<file path="src/rtl/spi_rx_fifo.sv">
// Receive byte buffer behind the SPI block: captures every incoming byte (no backpressure),
// presents bytes first-word-fall-through to the host, and flags dropped writes.
module spi_rx_fifo #(
    parameter int DATA_WIDTH = 8,
    parameter int DEPTH      = 16,
    parameter int AF_THRESH  = 12
) (
    input  logic                         clk,
    input  logic                         reset,
    input  logic [DATA_WIDTH-1:0]        wr_data,
    input  logic                         wr_valid,
    output logic [DATA_WIDTH-1:0]        rd_data,
    output logic                         rd_valid,
    input  logic                         rd_ready,
    output logic [$clog2(DEPTH+1)-1:0]   count,
    output logic                         empty,
    output logic                         full,
    output logic                         almost_full,
    output logic                         overflow,
    input  logic                         overflow_clr
);

    localparam int PTR_W = $clog2(DEPTH);
    localparam int CNT_W = $clog2(DEPTH+1);
    localparam logic [CNT_W-1:0] DEPTH_C = CNT_W'(DEPTH);
    localparam logic [CNT_W-1:0] AF_C    = CNT_W'(AF_THRESH);

    logic [DATA_WIDTH-1:0] mem [DEPTH];
    logic [PTR_W-1:0]      wr_ptr;
    logic [PTR_W-1:0]      rd_ptr;
    logic [CNT_W-1:0]      count_q;
    logic                  overflow_q;

    logic push;
    logic pop;
    logic drop;

    assign empty       = (count_q == '0);
    assign full        = (count_q == DEPTH_C);
    assign almost_full = (count_q >= AF_C);
    assign rd_valid    = !empty;
    assign count       = count_q;
    assign overflow    = overflow_q;
    assign rd_data     = mem[rd_ptr];

    assign pop  = rd_valid && rd_ready;
    // A full FIFO still accepts a write when the head leaves on the same edge.
    assign push = wr_valid && (!full || pop);
    assign drop = wr_valid && full && !pop;

    // Storage is intentionally not reset; rd_data is meaningless while empty.
    always_ff @(posedge clk) begin
        if (!reset && push) begin
            mem[wr_ptr] <= wr_data;
        end
    end

    always_ff @(posedge clk) begin
        if (reset) begin
            wr_ptr <= '0;
            rd_ptr <= '0;
        end else begin
            if (push) begin
                wr_ptr <= wr_ptr + PTR_W'(1);
            end
            if (pop) begin
                rd_ptr <= rd_ptr + PTR_W'(1);
            end
        end
    end

    always_ff @(posedge clk) begin
        if (reset) begin
            count_q <= '0;
        end else if (push && !pop) begin
            count_q <= count_q + CNT_W'(1);
        end else if (pop && !push) begin
            count_q <= count_q - CNT_W'(1);
        end
    end

    // Setting takes priority over a simultaneous clear so no drop goes unreported.
    always_ff @(posedge clk) begin
        if (reset) begin
            overflow_q <= 1'b0;
        end else if (drop) begin
            overflow_q <= 1'b1;
        end else if (overflow_clr) begin
            overflow_q <= 1'b0;
        end
    end

endmodule
</file>
<file path="config.mk">
export PLATFORM = sky130hd
export DESIGN_NAME = spi_rx_fifo
export DESIGN_NICKNAME = d
export VERILOG_FILES = /design/src/rtl/spi_rx_fifo.sv
export SDC_FILE = /design/constraint.sdc
export NUM_CORES = 1
export LEC_CHECK = 0
export ABC_AREA = 0
export CAP_MARGIN = 5
export CORE_MARGIN = 1.5
export CORE_UTILIZATION = 40
export DETAILED_ROUTE_END_ITERATION = 6
export GPL_ROUTABILITY_DRIVEN = 0
export PLACE_DENSITY_LB_ADDON = 0.12
export SLEW_MARGIN = 20
export SYNTH_ARGS = -nofsm -noshare
export SYNTH_HDL_FRONTEND = slang
export SYNTH_SLANG_ARGS = --single-unit
export TNS_END_PERCENT = 20
</file>
<file path="constraint.sdc">
create_clock -name clk -period 3 [get_ports clk]
set_clock_uncertainty 0.1 [all_clocks]
set_input_delay 0.75 -clock clk [delete_from_list [all_inputs] [get_ports clk]]
set_output_delay 0.75 -clock clk [all_outputs]
set_load 0.01 [all_outputs]
</file>
==> flow_summary.yaml, run 1 <==
power_and_ir_drop:
  power_leakage_nw: 2.46
  worst_ir_drop_vdd_v: 0.000386
  p_comb_frac: 0.271
  powerDensity_nw_per_um2: 822
  swShare: 0.255
  switching_power_mw: 1.53
  totalPowerFinal_mw: 6.00
  p_clk_frac: 0.339
  p_seq_frac: 0.391
  p_int_mw: 4.47
sta:
  worst_slew_pin_slew_ns: 1.05
  timing.fmax_mhz: 338
  max_slew_margin: 0.300
  setup_viol: 0
  slew_violations: 0
  hold_viol: 0
  finalCritPeriodShare: 0.986
  rsz0062_at_grt: "yes"
  timing.final.crit_period_ns: 2.96
critical_path:
  cp_max_fo: 9
  worstPathRequired_ns: 2.15
  arrival_ns: 2.11
  reg2reg_depth: 10
  cp-startpoint: "count[3]"
  cp-end-kind: "output port"
  worstSetupStartpointType: "register"
  reg2reg_from: "count[3]"
  crit_type: "reg2out"
logic_synthesis:
  synth_cells: 324
  synth_seq_cells: 146
  yosysWarnings: 0
  syn-num-nets: 348
  syn_area_per_cell_um2: 18.0
  ys_seq_area_frac: 0.719
  async_reset_ff_frac: 0
  synth_edf_count: 128
  ys.flop_type: "edfxtp_1"
  syn_area_um2: 5850
  synth_cell_types: 40
floorplan:
  core_um2: 14400
  chipWidth_um: 124
  fp.dieArea_um2: 15400
  ios: 31
  rows: 44
  initial_core_util: 0.405
  die_h_um: 124
cts:
  clock_latency_ns: 0.41
  path_clk_slew_ns: 0.05
  htreeDepth: 4
  clock_sinks: 146
  clockBufferDepth: 2
  cts_root_buf: "clkbuf_16"
  cts_hold_buf: 0
  cts_tree: "built"
  cts_buffers: 17
drt:
  drcViolationCount: 0
  firstDrtPassIters: 4
  wl_um: 12400
  via_count: 3086
  drt_iter0_drc: 207
  ant_nets: 0
  wire_per_inst_um: 21.0
  via_per_inst: 5.20
global_route:
  grt_pass1_vias: 3275
  grt_pass1_wl_um: 19100
  antenna_found_initial: 0
  grt-ovfl-total: 0
  grt_max_degree: 33
  grt_usage: 0.182
placed_design:
  dp_hpwl_um: 7820
  io_buffer_count: 30
  dpl_cell_area_um2: 6570
  dp.cells: 555
cells_and_area:
  drive_gt1_frac: 0.303
  design_area_um2: 7290
  fin_cells: 593
  nFillCells: 1206
  area_delta_synth_final_pct: 24.7
  fin_nets: 420
  antennaDiodeCount: 0
  finalCoreUtilization: 0.506
flow_run:
  maxCapViolCount: 0
min_path:
  hold_class: "reg2reg"
  worstHoldStart: "wr_ptr[1]"
  min_path_cells: 2
run_status:
  outcome: "finished clean"
-- synthesized netlist by cell type (all sizes together), types with 4 or more instances --
| cell type | count | area share |
|---|---|---|
| xor2 | 6 | 0.0090 |
| nand3b | 4 | 0.0079 |
| edfxtp | 128 | 0.66 |
| ha | 10 | 0.021 |
| dfxtp | 18 | 0.062 |
| nor2b | 5 | 0.0053 |
| buf | 6 | 0.0058 |
| clkbuf | 8 | 0.0051 |
| mux4 | 32 | 0.12 |
| inv | 8 | 0.0051 |
| nor2 | 34 | 0.022 |
| a21oi | 6 | 0.0051 |
| nand2 | 17 | 0.011 |
| nand3 | 4 | 0.0043 |
| a22oi | 16 | 0.021 |
-- state kept, by name (all words and copies together), names as in the netlist, named ones only --
register and count:
count 5, mem 128, overflow 1, rd_ptr 4
wr_ptr 4
-- cells in the final DEF (no fill, tap or decap), types with 3 or more instances in the layout --
cell             Yosys  final
buf_12               0      5
clkdlybuf4s50_1      0     22
buf_4                0     28
ha_1                10     10
nand3_1              3      3
clkbuf_2             0      5
nor2b_1              5      5
clkbuf_16            0     17
a22oi_2              0      9
nor2_1              34     33
a22oi_1             16      7
buf_6                1      4
xor2_1               6      6
edfxtp_1           128    128
dfxtp_1             18     17
inv_1                8      8
nand2_1             17     16
clkbuf_1             8      5
clkinv_2             0      4
clkbuf_8             0      3
mux4_2              32     32
a21oi_1              6      5
-- cell families (layout without fill, tap and decap cells) --
family,after synthesis,after routing,share of synthesized area
xor gates and xnor gates,8,8,0.0120
muxes,34,34,0.127
buffers and inverters,22,107,0.0160
adders and majority gates,11,11,0.0248
DFF,146,146,0.719
and+or+nand+nor,72,72,0.0606
AOI/OAI and AO/OA,31,31,0.0407
-- final cells by class --
type | count | area [um^2] | share of cell area
Multi-Input combinational cell | 156 | 1610 | 0.221
Inverter | 8 | 30.0 | 0.00412
Tap cell | 184 | 230 | 0.0316
Sequential cell | 146 | 4210 | 0.577
Clock buffer | 25 | 485 | 0.0666
Clock inverter | 7 | 83.8 | 0.0115
Timing Repair Buffer | 67 | 646 | 0.0885
-- through the flow --
step                hold WS (ns)  TNS, ns  worst slack [ns]
floorplan                  0.382        0            0.0851
global placement           0.404    -2.13            -0.159
detailed placement         0.413    -5.00            -0.209
CTS                        0.425   -0.360           -0.0751
global route               0.474   -0.138           -0.0571
finish                     0.422        0            0.0410
-- path summary, 6_finish.rpt --
check         endpoint  slack (ns)
max              empty        0.04
min          wr_ptr[1]        0.42
max reg2reg   count[4]        0.17
min reg2reg  wr_ptr[1]        0.42
-- routing by layer --
layer / global-route usage / wire length, um / vias up
met5: 0 / 0 / -
met4: 0.0682 / 187 / 0
met3: 0.0462 / 466 / 13
met2: 0.301 / 6260 / 66
met1: 0.232 / 5520 / 1587
li1: - / - / 1420
-- repair_timing --
action                                  in CTS  in global routing
endpoints found under the setup margin       9                 10
pin swaps                                    3                  3
resized for setup                           21                 18
buffers inserted                             4                  1
gates cloned                                 1                  0
-- worst max-delay path, stage by stage, from the launching register on --
cell             delay (ns)
dfxtp_1                0.31
or4_4                  0.62
nand2b_4               0.18
inv_1                  0.06
clkdlybuf4s50_1        0.52
-- power groups by stage --
stage	combinational, mW	sequential (mW)	clock [mW]
after floorplan	0.897	2.38	0
after global placement	1.46	2.37	0
after detailed placement	1.47	2.38	0
after CTS	1.62	2.34	2.06
after global routing	1.77	2.35	2.16
final	1.62	2.34	2.03
Note: power is estimated with default switching activity, not from simulation.
==> run 2, diff against run 1 <==
- CORE_MARGIN: 1.5 -> 5
==> flow_summary.yaml, run 2 (synthesized netlist as in run 1, its figures left out) <==
cells_and_area:
  area_delta_synth_final_pct: 27.1
  fin_cells: 607
  drive_gt1_frac: 0.343
  fin_nets: 435
  final_cell_mix: "edfxtp_1 (128), buf_4 (44), nor2_1 (34)"
  antennaDiodeCount: 0
  largest_reg_flops: 128
  layout_commonest_cell: "edfxtp_1"
  largest-register: "mem"
  nFillCells: 1222
power_and_ir_drop:
  powerDensity_nw_per_um2: 827
  power_leakage_nw: 2.54
  worst_ir_drop_vdd_v: 0.000432
drt:
  drcViolationCount: 0
  ant_nets: 0
  via_per_inst: 5.20
  wl_um: 12400
  via_count: 3154
  wire_per_inst_um: 20.4
  drt_iter0_drc: 189
  firstDrtPassIters: 4
cts:
  clockBufferDepth: 2
  cts_buffers: 17
  cts_tree: "built"
  clock_latency_ns: 0.41
  htreeDepth: 4
  cts_root_buf: "clkbuf_16"
  clock_sinks: 146
  cts_hold_buf: 0
  path_clk_slew_ns: 0.06
critical_path:
  worstReg2RegEnd: "count[4]"
  worstSetupStartpointType: "register"
  reg2reg_depth: 10
  arrival_ns: 2.07
  worstPathRequired_ns: 2.15
  reg2reg_from: "count[0]"
  r2r_slack_ns: 0.16
  cp-end-kind: "output port"
  cp_max_fo: 9
  crit_type: "reg2out"
floorplan:
  rows: 44
  die_h_um: 131
  fp.dieArea_um2: 17100
  chipWidth_um: 131
  ios: 31
  core_um2: 14400
  initial_core_util: 0.405
sta:
  worst_slew_pin_slew_ns: 0.909
  timing.fmax_mhz: 343
  fin_setup_tns_ns: 0
  hold_viol: 0
  finalCritPeriodShare: 0.972
  slew_violations: 0
  max_slew_margin: 0.392
  setup_viol: 0
  rsz0062_at_grt: "yes"
  timing.final.crit_period_ns: 2.92
placed_design:
  io_buffer_count: 30
  dp.cells: 561
  dp_hpwl_um: 8020
global_route:
  grt_use_met2: 0.253
  grt_pass1_vias: 3321
  gr-usage-met1: 0.213
  grt_max_degree: 33
  grt_pass1_wl_um: 19400
  antenna_found_initial: 0
  grt_busiest_layer: "met2"
  use_met3: 0.0459
  grt-ovfl-total: 0
  grt_usage: 0.159
min_path:
  hold_class: "reg2reg"
  min_path_cells: 2
  worstHoldStart: "wr_ptr[1]"
  whs_endpoint: "wr_ptr[1]"
run_status:
  outcome: "finished clean"
flow_run:
  maxCapViolCount: 0
==> run 2: changes by cell type in the layout (fill, tap and decap cells not counted), moves of 3 or more <==
cell and delta:
a22oi_2 +4, clkbuf_8 -3, buf_4 +16, clkinvlp_4 +3, clkbuf_2 -3, buf_2 +6, clkbuf_1 -4, buf_6 -4
a22oi_1 -4
==> run 2: per-layer routing <==
layer | up-vias | wire [um]
li1 | 1453 | -
met1 | 1628 | 5510
met2 | 62 | 6180
met3 | 11 | 568
met4 | 0 | 144
met5 | - | 0
==> run 2: through the flow <==
step	power (mW)	hold WS (ns)	instance area (um^2)	worst slack [ns]	utilization
floorplan	3.28	0.382	5850	0.0851	-
global placement	3.87	0.401	6630	-0.168	0.460
detailed placement	3.88	0.411	6630	-0.223	0.460
CTS	6.16	0.419	7380	0.0176	0.512
global route	6.46	0.449	7430	-0.0161	0.515
finish	6.15	0.415	7430	0.0845	0.515
==> run 2: critical path, cell delays in order (launching register included) <==
cell and delay (ns):
dfxtp_4 0.41, buf_12 0.15, buf_4 0.12, mux4_2 0.51
a22oi_2 0.21, nand2_2 0.09, buf_2 0.15
==> run 2: worst max path at each step <==
stage / end / from / depth (start not counted) / slack [ns]
floorplan: count[4] / count[0] / 11 / 0.09
global placement: count[4] / rd_ready / 10 / -0.17
detailed placement: count[4] / rd_ready / 10 / -0.22
CTS: empty / count[2] / 4 / 0.02
global route: rd_data[4] / register / 6 / -0.02
finish: rd_data[5] / register / 6 / 0.08
==> run 2: report_power, final <==
part / total, mW / switching, mW / internal [mW]
clock network: 2.04 / 0.753 / 1.28
logic: 1.76 / 0.777 / 0.985
registers: 2.35 / 0.0603 / 2.29
total: 6.15 / 1.59 / 4.56
==> run 2: cell type report <==
class,count,area (um^2),share of cell area
clock inverters,13,144,0.0194
inverters,8,30.0,0.00404
multi-input cells,156,1630,0.219
clock buffers,18,429,0.0577
repair buffers,82,763,0.103
well taps,184,230,0.0310
flip-flops and latches,146,4210,0.566
==> run 2: what timing repair did <==
item / in CTS / in global routing
hold endpoints to repair: 0 / 0
cloned: 2 / 0
pin swaps: 8 / 4
buffers inserted: 9 / 4
resized for setup: 42 / 10
endpoints found under the setup margin: 9 / 8
==> RTL change (settings of run 2) <==
Change the parameter `DATA_WIDTH` from 8 to 12.
--- a/src/rtl/spi_rx_fifo.sv
+++ b/src/rtl/spi_rx_fifo.sv
@@ -1,7 +1,7 @@
 // Receive byte buffer behind the SPI block: captures every incoming byte (no backpressure),
 // presents bytes first-word-fall-through to the host, and flags dropped writes.
 module spi_rx_fifo #(
-    parameter int DATA_WIDTH = 8,
+    parameter int DATA_WIDTH = 12,
     parameter int DEPTH      = 16,
     parameter int AF_THRESH  = 12
 ) (
Interface: changed (resized rd_data and wr_data); port bits go from 31 to 39. No check against the original RTL was run, so the function may have changed too.
==> RTL change against run 2 <==
The flow now finishes with violations (setup timing). Area after synthesis rose by 41%. Largest power group unchanged. Power rose by 32%. Sequential share of layout area rose by 2.7 points. Design area rose by 39%. Routed wire length rose by 43%. Sequential cell count rose by 64. Worst setup slack got worse by 130 ps.
==> RTL change: results (changes against run 2) <==
| Metric | Value |
|---|---|
| Failing checks | setup timing |
| Top cells by instance count after synthesis | 192 x edfxtp_1, 48 x mux4_2, 34 x nor2_1 |
| Initial antenna violation count | 0 (unchanged) |
| Rel. slew slack | 50.7% (+11 points) |
| Final nets | 567 (+30%) |
| NetSw | 0.00210 W (+32%) |
| Highest ir drop seen on vdd | 0.383 mV (-11%) |
| DP HPWL | 11.4 mm (+42%) |
| Vias | 4,239 (+34%) |
| Critical path fanouts, max | 8 (-1) |
| Number of global-route vias before repair | 4,607 (+39%) |
| Syn Nets | 448 (+29%) |
| Total CTS buffers | 23 (+6) |
| Number of synthesized flops with an enable pin | 192 (+50%) |
| Largest net degree at the start of global routing | 35 (+6.1%) |
| Placed cell areas | 9390 sq um (+42%) |
| Top cells by area, synth | edfxtp_1 70%, mux4_2 13%, dfxtp_1 4.4%, a22oi_1 2.2%, nor2_1 1.6% |
| Longest Clk Path Bufs | 3 (+1) |
| Setup ws final | -43.8 ps (-128 ps) |
| Port Buffer Count | 38 (+27%) |
| Hold_ws | 414 ps (-0.979 ps) |
| Final setup viols | 5 (+5) |
| Total GRT Usage | 15.3% (-0.63 points) |
| Number of flip-flops in the largest register | 192 (+50%) |
| Leak | 3.44 nW (+35%) |
| Avg Synthesized Cell Area | 19.6 sq um (+8.6%) |
| Final TNS setup | -146 ps (-146 ps) |
| H-tree levels | 1 (-3) |
| Dpl ws | -261 ps (-37.8 ps) |
| Layout cells sized above 1 | 36.3% (+2.1 points) |
| Skew-Pair Late Insertion Delay | 500 ps (+90 ps) |
| DRT iter0 DRCs | 238 (+26%) |
| Outcome | finished, violations left |
| CP endpoint | rd_data[2] |
| Reg-to-Reg Start | count[1]$_SDFFE_PP0P_ |
| DP Cell Count | 770 (+37%) |
| First-pass GRT wire length | 27.4 mm (+41%) |
| Reg2Reg Setup Slack | 110 ps (-50 ps) |
| Post-route non-filler standard cell count | 826 (+36%) |
| CP arrival | 2190 ps (+120 ps) |
| Library cells used by synthesis | 41 (+2.5%) |
==> RTL change: cell count changes in the layout (fill, tap and decap cells not counted), sizes merged <==
cell	run 2	this run
nand2	17	21
bufinv	3	1
dlymetal6s2s	1	0
mux4	32	48
clkinv	7	10
a22oi	16	24
dlygate4sd2	0	2
edfxtp	128	192
clkinvlp	3	1
clkdlybuf4s15	0	2
buf	58	85
inv	8	9
clkbuf	20	29
clkdlybuf4s50	21	23
==> RTL change: layout make-up <==
class,count,area (sq um)
well taps,270,338
fillers,1668,9900
inverters,8,30.0
multi-input cells,184,2110
clock inverters,13,88.8
flip-flops and latches,210,6130
repair buffers,112,1030
clock buffers,29,598
==> RTL change: per-layer routing <==
layer | GRT usage [%] | wire (um)
met1 | 21.0 | 7790
met2 | 26.1 | 8910
met3 | 2.54 | 835
met4 | 2.94 | 234
met5 | 0 | 0
==> RTL change: power groups by stage <==
stage	logic, W	registers, W	clock network, W
CTS	0.00220	0.00337	0.00264
detailed placement	0.00191	0.00344	0
global placement	0.00189	0.00344	0
finish	0.00215	0.00338	0.00257
global route	0.00235	0.00339	0.00277
floorplan	0.00119	0.00339	0
==> RTL change: cell families after synthesis <==
| kind of cell | after synthesis | synth area share, % |
|---|---|---|
| adder cells (fa/ha/maj) | 11 | 1.76 |
| XOR/XNOR | 8 | 0.852 |
| multiplexers | 50 | 13.4 |
| AO/OA/AOI/OAI | 39 | 3.62 |
| buffers and inverters | 26 | 1.43 |
| flip-flops | 210 | 74.5 |
| AND/OR/NAND/NOR | 76 | 4.49 |
==> RTL change: repair_timing <==
item | in CTS | in global routing
cloned | 1 | 0
endpoints found under the setup margin | 14 | 15
hold endpoints to repair | 0 | 0
buffers inserted | 15 | 3
pin swaps | 16 | 11
resized for setup | 80 | 20
